`config.mk`:
```
export PLATFORM = sky130hd
export DESIGN_NAME = dadda_dot_accum
export DESIGN_NICKNAME = d
export VERILOG_FILES = /design/src/rtl/dadda_pkg.sv /design/src/rtl/dadda_dot_accum_dadda.sv /design/src/rtl/dadda_dot_accum.sv
export SDC_FILE = /design/constraint.sdc
export NUM_CORES = 1
export LEC_CHECK = 0
export BUFFER_PORTS_ARGS = -buffer_cell sky130_fd_sc_hd__buf_2
export CORE_ASPECT_RATIO = 0.9
export CORE_UTILIZATION = 40
export DETAILED_ROUTE_END_ITERATION = 12
export PLACE_DENSITY_LB_ADDON = 0.25
export SYNTH_ARGS = -nofsm -noshare
export SYNTH_HDL_FRONTEND = slang
export SYNTH_SLANG_ARGS = --single-unit
export TNS_END_PERCENT = 5
```
`constraint.sdc`:
```
create_clock -name clock -period 2.5 [get_ports clock]
set_clock_uncertainty 0.05 [all_clocks]
set_input_delay 0.5 -clock clock [delete_from_list [all_inputs] [get_ports clock]]
set_output_delay 0.5 -clock clock [all_outputs]
set_load 0.01 [all_outputs]
```
`src/rtl/dadda_pkg.sv`:
```
// Shared definitions for the Dadda multiplier datapath: operand/product widths,
// the product type, and the counter-width helper used by the accumulator.
package dadda_pkg;

  localparam int unsigned OP_W   = 8;
  localparam int unsigned PROD_W = 16;

  typedef logic [PROD_W-1:0] prod_t;

  // Width of a 0..len-1 counter; never narrower than one bit.
  function automatic int unsigned cnt_width(input int unsigned len);
    return (len <= 2) ? 1 : $clog2(len);
  endfunction

endpackage

```
`src/rtl/dadda_dot_accum_dadda.sv`:
```
// 8x8 unsigned Dadda multiplier: partial-product rows reduced 8->6->4->3->2
// with carry-save stages, then a single carry-propagate add.
module DADDA_8x8
  import dadda_pkg::*;
(
  input  logic [OP_W-1:0] a,
  input  logic [OP_W-1:0] b,
  output prod_t           out
);

  prod_t pp [OP_W];
  prod_t s1 [6];
  prod_t s2 [4];
  prod_t s3 [3];
  prod_t s4 [2];

  function automatic prod_t csa_sum(input prod_t x, input prod_t y, input prod_t z);
    return x ^ y ^ z;
  endfunction

  // Carry dropped out of bit 15 has weight 2^16, so every row pair stays exact mod 2^16.
  function automatic prod_t csa_carry(input prod_t x, input prod_t y, input prod_t z);
    return ((x & y) | (x & z) | (y & z)) << 1;
  endfunction

  always_comb begin
    for (int unsigned i = 0; i < OP_W; i++) begin
      pp[i] = prod_t'(a & {OP_W{b[i]}}) << i;
    end
  end

  always_comb begin
    s1[0] = csa_sum  (pp[0], pp[1], pp[2]);
    s1[1] = csa_carry(pp[0], pp[1], pp[2]);
    s1[2] = csa_sum  (pp[3], pp[4], pp[5]);
    s1[3] = csa_carry(pp[3], pp[4], pp[5]);
    s1[4] = pp[6];
    s1[5] = pp[7];

    s2[0] = csa_sum  (s1[0], s1[1], s1[2]);
    s2[1] = csa_carry(s1[0], s1[1], s1[2]);
    s2[2] = csa_sum  (s1[3], s1[4], s1[5]);
    s2[3] = csa_carry(s1[3], s1[4], s1[5]);

    s3[0] = csa_sum  (s2[0], s2[1], s2[2]);
    s3[1] = csa_carry(s2[0], s2[1], s2[2]);
    s3[2] = s2[3];

    s4[0] = csa_sum  (s3[0], s3[1], s3[2]);
    s4[1] = csa_carry(s3[0], s3[1], s3[2]);

    out = s4[0] + s4[1];
  end

endmodule

```
`src/rtl/dadda_dot_accum.sv`:
```
// Pipelined dot-product accumulator around DADDA_8x8 with valid/ready on both sides.
// Define DOT_SAT_EN to saturate on overflow; otherwise sums wrap modulo 2^ACC_W.
module dadda_dot_accum
  import dadda_pkg::*;
#(
  parameter int unsigned LEN   = 4,
  parameter int unsigned ACC_W = 18
) (
  input  logic             clock,
  input  logic             reset_n,
  input  logic             in_valid,
  output logic             in_ready,
  input  logic [OP_W-1:0]  in_a,
  input  logic [OP_W-1:0]  in_b,
  output logic             out_valid,
  input  logic             out_ready,
  output logic [ACC_W-1:0] out_sum,
  output logic             out_ovf
);

  localparam int unsigned      CNT_W    = cnt_width(LEN);
  localparam logic [CNT_W-1:0] CNT_LAST = CNT_W'(LEN - 1);

  prod_t            mult;
  logic [CNT_W-1:0] cnt;
  logic [ACC_W-1:0] p_reg;
  logic             p_valid;
  logic             p_last;
  logic [ACC_W-1:0] acc;
  logic             ovf_sticky;
  logic             stall;
  logic             accept;
  logic [ACC_W:0]   add_full;
  logic             carry;
  logic [ACC_W-1:0] add_res;

  DADDA_8x8 u_mult (
    .a   (in_a),
    .b   (in_b),
    .out (mult)
  );

  // Only a finished vector blocked by an unread result freezes the pipe.
  assign stall    = p_valid && p_last && out_valid && !out_ready;
  assign in_ready = !stall;
  assign accept   = in_valid && in_ready;

  always_comb begin
    add_full = {1'b0, acc} + {1'b0, p_reg};
    carry    = add_full[ACC_W];
`ifdef DOT_SAT_EN
    add_res  = (carry || ovf_sticky) ? '1 : add_full[ACC_W-1:0];
`else
    add_res  = add_full[ACC_W-1:0];
`endif
  end

  always_ff @(posedge clock or negedge reset_n) begin
    if (!reset_n) begin
      cnt     <= '0;
      p_reg   <= '0;
      p_valid <= 1'b0;
      p_last  <= 1'b0;
    end else if (!stall) begin
      if (accept) begin
        p_reg   <= ACC_W'(mult);
        p_valid <= 1'b1;
        p_last  <= (cnt == CNT_LAST);
        cnt     <= (cnt == CNT_LAST) ? '0 : cnt + CNT_W'(1);
      end else begin
        p_valid <= 1'b0;
      end
    end
  end

  always_ff @(posedge clock or negedge reset_n) begin
    if (!reset_n) begin
      acc        <= '0;
      ovf_sticky <= 1'b0;
      out_valid  <= 1'b0;
      out_sum    <= '0;
      out_ovf    <= 1'b0;
    end else begin
      if (out_valid && out_ready) begin
        out_valid <= 1'b0;
      end
      // A completing vector overrides the drop above, so results can issue back to back.
      if (p_valid && !stall) begin
        if (p_last) begin
          out_sum    <= add_res;
          out_ovf    <= ovf_sticky || carry;
          out_valid  <= 1'b1;
          acc        <= '0;
          ovf_sticky <= 1'b0;
        end else begin
          acc        <= add_res;
          ovf_sticky <= ovf_sticky || carry;
        end
      end
    end
  end

endmodule

```
* Yosys cells after proc, flatten, opt, wreduce, memory -nomap -nowiden *
Index checks and enable logic that the tools add are counted.

storage, ports and cells
  input bits = 20
  register bits = 59

cells by class
  bitwise operators = 51
  reduce and logical (&&, ||, !) cells = 11
  equality and inequality tests = 1
  add/subtract/negate cells = 3
  multiplexer cells = 7

operators by type and width
  operator               count
  $and A15 B15 Y15       18
  $or A15 B15 Y15        12
  $xor A16 B16 Y16       8
  $and A8 B8 Y8          8
  $add A18 B16 Y19       1
  $mux W18               1
  $add A16 B16 Y16       1
  $xor A16 B10 Y16       1
  $xor A16 B13 Y16       1
  $xor A16 B14 Y16       1
  $xor A16 B15 Y16       1
  $logic_and A1 B1 Y1    6
  $mux W1                5
  $reduce_and A2 Y1      2
  $add A2 B1 Y2 const B  1
  $eq A2 B2 Y1 const B   1
  $logic_not A1 Y1       2
  $mux W2                1
  $logic_or A1 B1 Y1     1
  $not A1 Y1             1

* Logic depth before layout (Yosys ltp) *
Gate-level depths: netlist (run 1).

  depth in word-level cells = 14
  depth in mapped cells = 15
  mapped depth without buffers = 15

* By module *
A second synthesis (run 1) with hierarchy kept.

second synthesis, totals
  cells, all modules = 485
  area, all modules = 4893.4 um^2

modules (own cells, without submodules)
  module           times used  cells an instance  area an instance (um^2)
  dadda_dot_accum  1           280                2991.6
  DADDA_8x8        1           205                1901.8

* Least setup slack after synthesis (run 1) *
No wires, ideal clock.

  path type = input port to flip-flop
  start = in in_b[3]
  end = reg p_reg[15]
  stages = 14
  slack = -1.905 ns
  data required time = 2.317 ns
  path buffers = 0
  data arrival time = 4.221 ns
  cell sequence = and2_1 fa_1 inv_1 fa_1 fa_1 fa_1 inv_1 ha_1 a21oi_1 o211ai_1 a2111o_1 a31oi_1 xor2_1 o21ai_0

on the way
  word-level cells in the longest chain between the ends = 13

RTL lines
  what                                                         line                                                      source
  start, declared                                              dadda_dot_accum.sv:14                                     input logic [OP_W-1:0] in_b,
  $and A8 B8 Y8 (*)                                            dadda_dot_accum_dadda.sv:28                               pp[i] = prod_t'(a & {OP_W{b[i]}}) << i;
  $xor A16 B16 Y16 / $and A15 B15 Y15 (equally long branches)  dadda_dot_accum_dadda.sv:18, dadda_dot_accum_dadda.sv:23
  $xor A16 B13 Y16 / $or A15 B15 Y15 (equally long branches)   dadda_dot_accum_dadda.sv:18, dadda_dot_accum_dadda.sv:23
  $and A15 B15 Y15 / $or A15 B15 Y15 (equally long branches)   dadda_dot_accum_dadda.sv:23                               return ((x & y) | (x & z) | (y & z)) << 1;
  $or A15 B15 Y15 / $xor A16 B14 Y16 (equally long branches)   dadda_dot_accum_dadda.sv:23, dadda_dot_accum_dadda.sv:18
  $or A15 B15 Y15 / $xor A16 B15 Y16 (equally long branches)   dadda_dot_accum_dadda.sv:23, dadda_dot_accum_dadda.sv:18
  $and A15 B15 Y15                                             dadda_dot_accum_dadda.sv:23
  $or A15 B15 Y15 (2 in a row)                                 dadda_dot_accum_dadda.sv:23
  $and A15 B15 Y15                                             dadda_dot_accum_dadda.sv:23
  $or A15 B15 Y15 (2 in a row)                                 dadda_dot_accum_dadda.sv:23
  $add A16 B16 Y16 (*)                                         dadda_dot_accum_dadda.sv:52                               out = s4[0] + s4[1];
  end signal, assigned                                         dadda_dot_accum.sv:66                                     p_reg <= ACC_W'(mult);
  end, declared                                                dadda_dot_accum.sv:26                                     logic [ACC_W-1:0] p_reg;

Mark *: on every way between the ends. The rest lies on a longest branch, timed or not.
A chain may end at the register's enable or synchronous reset.

* Worst setup path in the final report (run 1) *
  start = in in_b[4]
  end = reg p_reg[15]

The elaborated chain is that of the path after synthesis.

==> flow_metrics.tcl, run 1 <==
set metrics [dict create \
    place_congestion 0.8688 \
    placementRows 38 \
    rsz0062_at_grt "yes" \
    status "finished with violations" \
    grt_pass1_wl_um 19160 \
    cts.path.max_buffers 2 \
    drv_cap 0 \
    power_density_nw_per_um2 1141 \
    cp.arrival_ps 4240 \
    clock-sinks 59 \
    synth_edf_count 0 \
    ys_types 55 \
    synth_seq_cells 59 \
    vias 4071 \
    post-dp-hpwl_um 8741 \
    ys_seq_area_share_pct 29.23 \
    final_cell_mix "nand2_1, dfrtp_1, buf_4, and2_1, inv_1" \
    grt_max_degree 42 \
    first_pass_iters 4 \
    ir_worst_vdd_mv 0.5917 \
    cp_max_fo 7 \
    cts_buffers 9 \
    clk_pin_slew_ps 50 \
    synth_ff_type "dfrtp_1" \
    ant_nets 0 \
    antenna_cells 0 \
    dieArea_um2 13080 \
    avgSynthCellArea_um2 9.566 \
    drive_above_1_share_pct 25.65 \
    crit_required_ps 2660 \
    grt_remaining_overflow 0 \
    syn_area_um2 5051 \
    io_buffers 40 \
    routedWlPerCell_um 14.22 \
    initial_core_util_pct 41.50 \
    tightest_slew_ps 557.1 \
    synth_warnings 0 \
    routed_wl_um 11090 \
    die_h_um 108.6 \
    worstSetupEndpointType "flip-flop" \
    via_per_inst 5.219 \
    die_width_um 120.5 \
    cts_tree "yes" \
    grt_usage_pct 18.60 \
    violations "negative setup slack" \
    setup-violations-final 12 \
    synth_cells 528 \
    path_class "input port to flip-flop" \
    min_period_ps 4079 \
    fin_ws_ps -1579 \
    grt_pass1_vias 4038 \
    fin_setup_tns_ps -13100 \
    synthArstFlopShare_pct 100.0 \
    cts_root_buf "clkbuf_16" \
    slew_violations 0 \
    period_share_pct 163.2 \
    start_kind "input port" \
    cts_hold_buffers 0 \
    final_common_cell "nand2_1" \
    synth_nets 630 \
    hold_viol_final 0 \
    dp_slack_ps -2184 \
    fin_hold_ws_ps 73.25 \
    ioPinCount 41 \
    coreArea_um2 12170 \
    areaGrowthSynthToFinish_pct 24.20 \
    cts.htree.levels 3 \
    fmax_ghz 0.2451 \
    clock_latency_ps 320 \
    p_leak_nw 3.036 \
    antenna_found_initial 0 \
    drc 0 \
    final_nets 717 \
    utilization_pct 51.54 \
    drt_iter0_markers 156 \
    hp-class "input port to async pin" \
    relSlewSlack_pct 62.72 \
]
## per-layer routing
metal  share of wire (%)  track usage (%)
met1                  49            25.30
met2                  48            31.03
met3                 3.0            3.534
met4                0.63            3.616
met5                   0                0
## per-stage QoR
step / instances / cell area [µm²] / power (mW)
final: 780 / 6274 / 7.157
after global routing: 780 / 6274 / 7.784
after CTS: 780 / 6200 / 7.102
after detailed placement: 763 / 5813 / 5.675
after global placement: 763 / 5813 / 5.553
after floorplan: 528 / 5100 / 4.470
## power breakdown
part           internal [mW]  leakage, nW  switching (mW)
logic                   1.98         2.15            2.33
registers               1.36        0.740           0.268
clock network          0.796        0.148           0.429
## critical path: stages
cell and delay [ps]:
buf_2 140, and2_1 180, fa_2 530, inv_1 50, fa_1 460, fa_1 450
fa_1 510, inv_1 60, ha_4 220, a21oi_4 160, o211ai_1 130, a2111o_1 450
a31oi_2 150, xor2_1 160, o21ai_1 90
## cell usage after synthesis (all sizes together), types with 2 or more instances
cell | number | area share, %
dfrtp | 59 | 29
inv | 42 | 3.1
a211o | 2 | 0.35
o21bai | 4 | 0.59
fa | 40 | 16
nand4 | 2 | 0.25
mux2 | 12 | 2.8
a21oi | 24 | 2.5
xor2 | 8 | 1.4
a211oi | 7 | 1.5
a31oi | 5 | 0.62
and2 | 48 | 5.9
a2111o | 2 | 0.45
o31ai | 6 | 0.89
nor2 | 18 | 1.4
o21ai | 28 | 2.8
nor4 | 2 | 0.25
buf | 5 | 0.74
o21a | 4 | 0.62
nand3 | 13 | 1.3
nand2b | 4 | 0.50
nand2 | 75 | 5.6
nor3 | 10 | 1.2
ha | 42 | 10
a22o | 9 | 1.6
nor2b | 3 | 0.37
nand4b | 2 | 0.35
o211ai | 4 | 0.59
a21o | 10 | 1.5
xnor2 | 9 | 1.6
clkbuf | 10 | 0.74
or4 | 4 | 0.59
o2111ai | 3 | 0.52
## logic make-up after synthesis
logic type / after synthesis / share of synthesized area [%]
compound gates: 116 / 15.88
xor+xnor: 17 / 2.948
fa+ha+maj: 82 / 26.26
buf+inv: 57 / 4.607
flops: 59 / 29.23
mux: 12 / 2.824
simple gates: 185 / 18.26
## area by class of cell
| class | instances | area, µm² |
|---|---|---|
| fillers | 1148 | 5898 |
| multi-input cells | 412 | 3526 |
| flip-flops and latches | 59 | 1476 |
| repair buffers | 91 | 609.3 |
| clock buffers | 10 | 239.0 |
| well taps | 160 | 200.2 |
| inverters | 42 | 157.7 |
| clock inverters | 6 | 65.06 |
## repair_timing
action / in CTS / in global routing
pin swaps: 24 / 12
setup buffers: 1 / 0
setup endpoints to repair: 14 / 22
resized for setup: 17 / 21
## path summary, 6_finish.rpt
kind	start	to	slack, ps	depth (start not counted)
setup / recovery	in_b[4]	p_reg[15]$_DFFE_PN0P_	-1580	15
hold / removal	reset_n	out_sum[4]$_DFFE_PN0P_	70	1
setup reg to reg	p_reg[0]$_DFFE_PN0P_	out_sum[17]$_DFFE_PN0P_	130	8
hold reg to reg	out_sum[0]$_DFFE_PN0P_	out_sum[0]$_DFFE_PN0P_	420	2
max in group asynchronous	reset_n	p_reg[12]$_DFFE_PN0P_	1750	2
min in group clock	in_valid	p_last$_DFFE_PN0P_	350	2
Power figures use the tool's default switching activity.
==> run 2: changes to the inputs <==
Settings changed: RECOVER_POWER from default to 25, SYNTH_HIERARCHICAL from default to 1.
==> flow_metrics.tcl, run 2 <==
set metrics [dict create \
    crit_required_ps 2660 \
    post-route-cell-area_um2 6071 \
    synth.most_common_cell "nand2_1" \
    nFillCells 1098 \
    die_width_um 118.6 \
    cts_buffers 9 \
    min_from "in_valid" \
    power_frac_comb_pct 59.8 \
    areaGrowthSynthToFinish_pct 24.06 \
    power_density_nw_per_um2 1167 \
    cts_tree "yes" \
    die_h_um 106.9 \
    synth_seq_cells 59 \
    path_buf_inv 3 \
    holdPathEnd "p_last$_DFFE_PN0P_" \
    final_nets 675 \
    initial_core_util_pct 41.95 \
    min_period_ps 4049 \
    start_kind "input port" \
    totalPowerFinal_mw 7.086 \
    synth_warnings 6 \
    register_area_um2 1476 \
    clock-sinks 59 \
    drive_above_1_share_pct 29.24 \
    max_stage_delay_ps 560 \
    path_cells "buf_4 > and2_4 > fa_2 > inv_1 > fa_2 > fa_1 > inv_2 > fa_1 > ha_4 > and3_4 > a211oi_4 > a311oi_2 > xor2_1 > mux2_2" \
    finalNonFillerCells 734 \
    worstSetupEndpointType "flip-flop" \
    grt_max_degree 60 \
    fin_hold_ws_ps 345.0 \
    timing.rr.end "acc[14]$_DFFE_PN0P_" \
    ir_worst_vdd_mv 0.6207 \
    slowest_stage "fa_2" \
    synth_top_cells_by_count "nand2_1, dfrtp_1, and2_1" \
    synth_nets 587 \
    violations "negative setup slack" \
    synthArstFlopShare_pct 100.0 \
    synthTopCellsByArea "dfrtp_1, fa_1, ha_1, and2_1, nand2_1" \
    dp_cells 717 \
    cts.path.max_buffers 2 \
    cts_root_buf "clkbuf_16" \
    reg2reg_slack_ps 50 \
    synth_top_area_share_pct 30.17 \
    first_pass_iters 5 \
    final_cell_mix "nand2_1, dfrtp_1, buf_4, and2_1, inv_1" \
    internal_power_mw 4.181 \
    synth_cells 485 \
    tightest_slew_ps 1432 \
    avgSynthCellArea_um2 10.09 \
    cts.htree.levels 3 \
    synth_top_area_cell "dfrtp_1" \
    slew_violations 0 \
    placementRows 37 \
    fmax_ghz 0.2470 \
    ioPinCount 41 \
    utilization_pct 52.04 \
    via_per_inst 4.997 \
    grt_remaining_overflow 0 \
    drt_iter0_markers 155 \
    setup-violations-final 11 \
    dp_slack_ps -2009 \
    io_buffers 40 \
    ant_nets 0 \
    clockPowerShare_pct 16.9 \
    ys_seq_area_share_pct 30.17 \
    relSlewSlack_pct 4.540 \
    final_common_cell "nand2_1" \
    switching_share_pct 41.00 \
    grt_usage_pct 17.54 \
    hold_depth 2 \
    reg2regPathDepth 9 \
    fin_setup_tns_ps -13230 \
    syn_area_um2 4893 \
    rr_startpoint "p_reg[0]$_DFFE_PN0P_" \
    grt_pass1_vias 3939 \
    place_congestion 0.8962 \
    synth_edf_count 0 \
    grt_pass1_wl_um 17820 \
    cp_max_fo 7 \
    crit_family "adder cells" \
    antenna_found_initial 0 \
    path_class "input port to flip-flop" \
    clock_latency_ps 320 \
    seqPwrFrac_pct 23.3 \
    drc 0 \
    coreArea_um2 11670 \
    power.switching_mw 2.905 \
    place_area_um2 5672 \
    fin_ws_ps -1549 \
    period_share_pct 162.0 \
    hp-class "input port to flip-flop" \
    antenna_cells 0 \
    ys_types 48 \
    clk_pin_slew_ps 50 \
    cp.depth 14 \
    multiInputGateArea_um2 3366 \
    p_leak_nw 2.918 \
    dieArea_um2 12680 \
    vias 3668 \
    hold_viol_final 0 \
    post-dp-hpwl_um 8256 \
    routedWlPerCell_um 13.85 \
    routed_wl_um 10160 \
    status "finished with violations" \
    synth_ff_type "dfrtp_1" \
    drv_cap 0 \
    rsz0062_at_grt "yes" \
    cp.arrival_ps 4210 \
]
-- run 2: cell types whose count changed after synthesis, sizes merged, moves of 5 or more --
cell    change
nand2       -7
a211oi      -5
mux2        +8
and3        +6
a22o        -7
nor3        -7
a21oi       -6
-- run 2: logic make-up after synthesis --
| logic type | Yosys count | share of synthesized area [%] |
|---|---|---|
| flops | 59 | 30.17 |
| buf+inv | 51 | 3.963 |
| compound gates | 87 | 13.22 |
| simple gates | 160 | 16.26 |
| xor+xnor | 25 | 4.475 |
| fa+ha+maj | 82 | 27.10 |
| mux | 21 | 4.807 |
-- run 2: how the worst max path moves through the flow --
stage / from / end / slack, ps
final: in_b[3] / p_reg[15]$_DFFE_PN0P_ / -1550
after global placement: in_b[3] / p_reg[15]$_DFFE_PN0P_ / -1940
after detailed placement: in_b[3] / p_reg[15]$_DFFE_PN0P_ / -2010
after CTS: in_b[0] / p_reg[15]$_DFFE_PN0P_ / -1540
after global routing: in_b[3] / p_reg[15]$_DFFE_PN0P_ / -1660
after floorplan: in_a[4] / p_reg[13]$_DFFE_PN0P_ / -1680
-- run 2: what timing repair did --
action                     4_1_cts  5_1_grt
hold buffers                     0        0
buffers inserted                 1        0
pin swaps                       24        7
setup endpoints to repair       22       20
gates resized for setup         29        4
-- run 2: routing by layer --
| layer | global-route usage, % | vias to the layer above | routed length, µm |
|---|---|---|---|
| met5 | 0 | - | 0 |
| met1 | 21.11 | 1779 | 4731 |
| li1 | - | 1815 | - |
| met2 | 32.12 | 55 | 4996 |
| met4 | 7.052 | 0 | 220 |
| met3 | 1.862 | 19 | 215 |
-- run 2: layout make-up --
cell class | count | share of cell area, %
Clock inverter | 5 | 0.8656
Timing Repair Buffer | 87 | 9.625
Tap cell | 156 | 3.215
Clock buffer | 11 | 3.998
Multi-Input combinational cell | 375 | 55.44
Inverter | 41 | 2.535
Sequential cell | 59 | 24.32
-- run 2: power groups by stage --
stage / combinational (mW) / sequential, mW / clock (mW)
floorplan: 2.95 / 1.63 / 0
global placement: 4.03 / 1.65 / 0
detailed placement: 4.14 / 1.66 / 0
CTS: 4.24 / 1.65 / 1.22
global route: 4.77 / 1.71 / 1.26
finish: 4.24 / 1.65 / 1.20
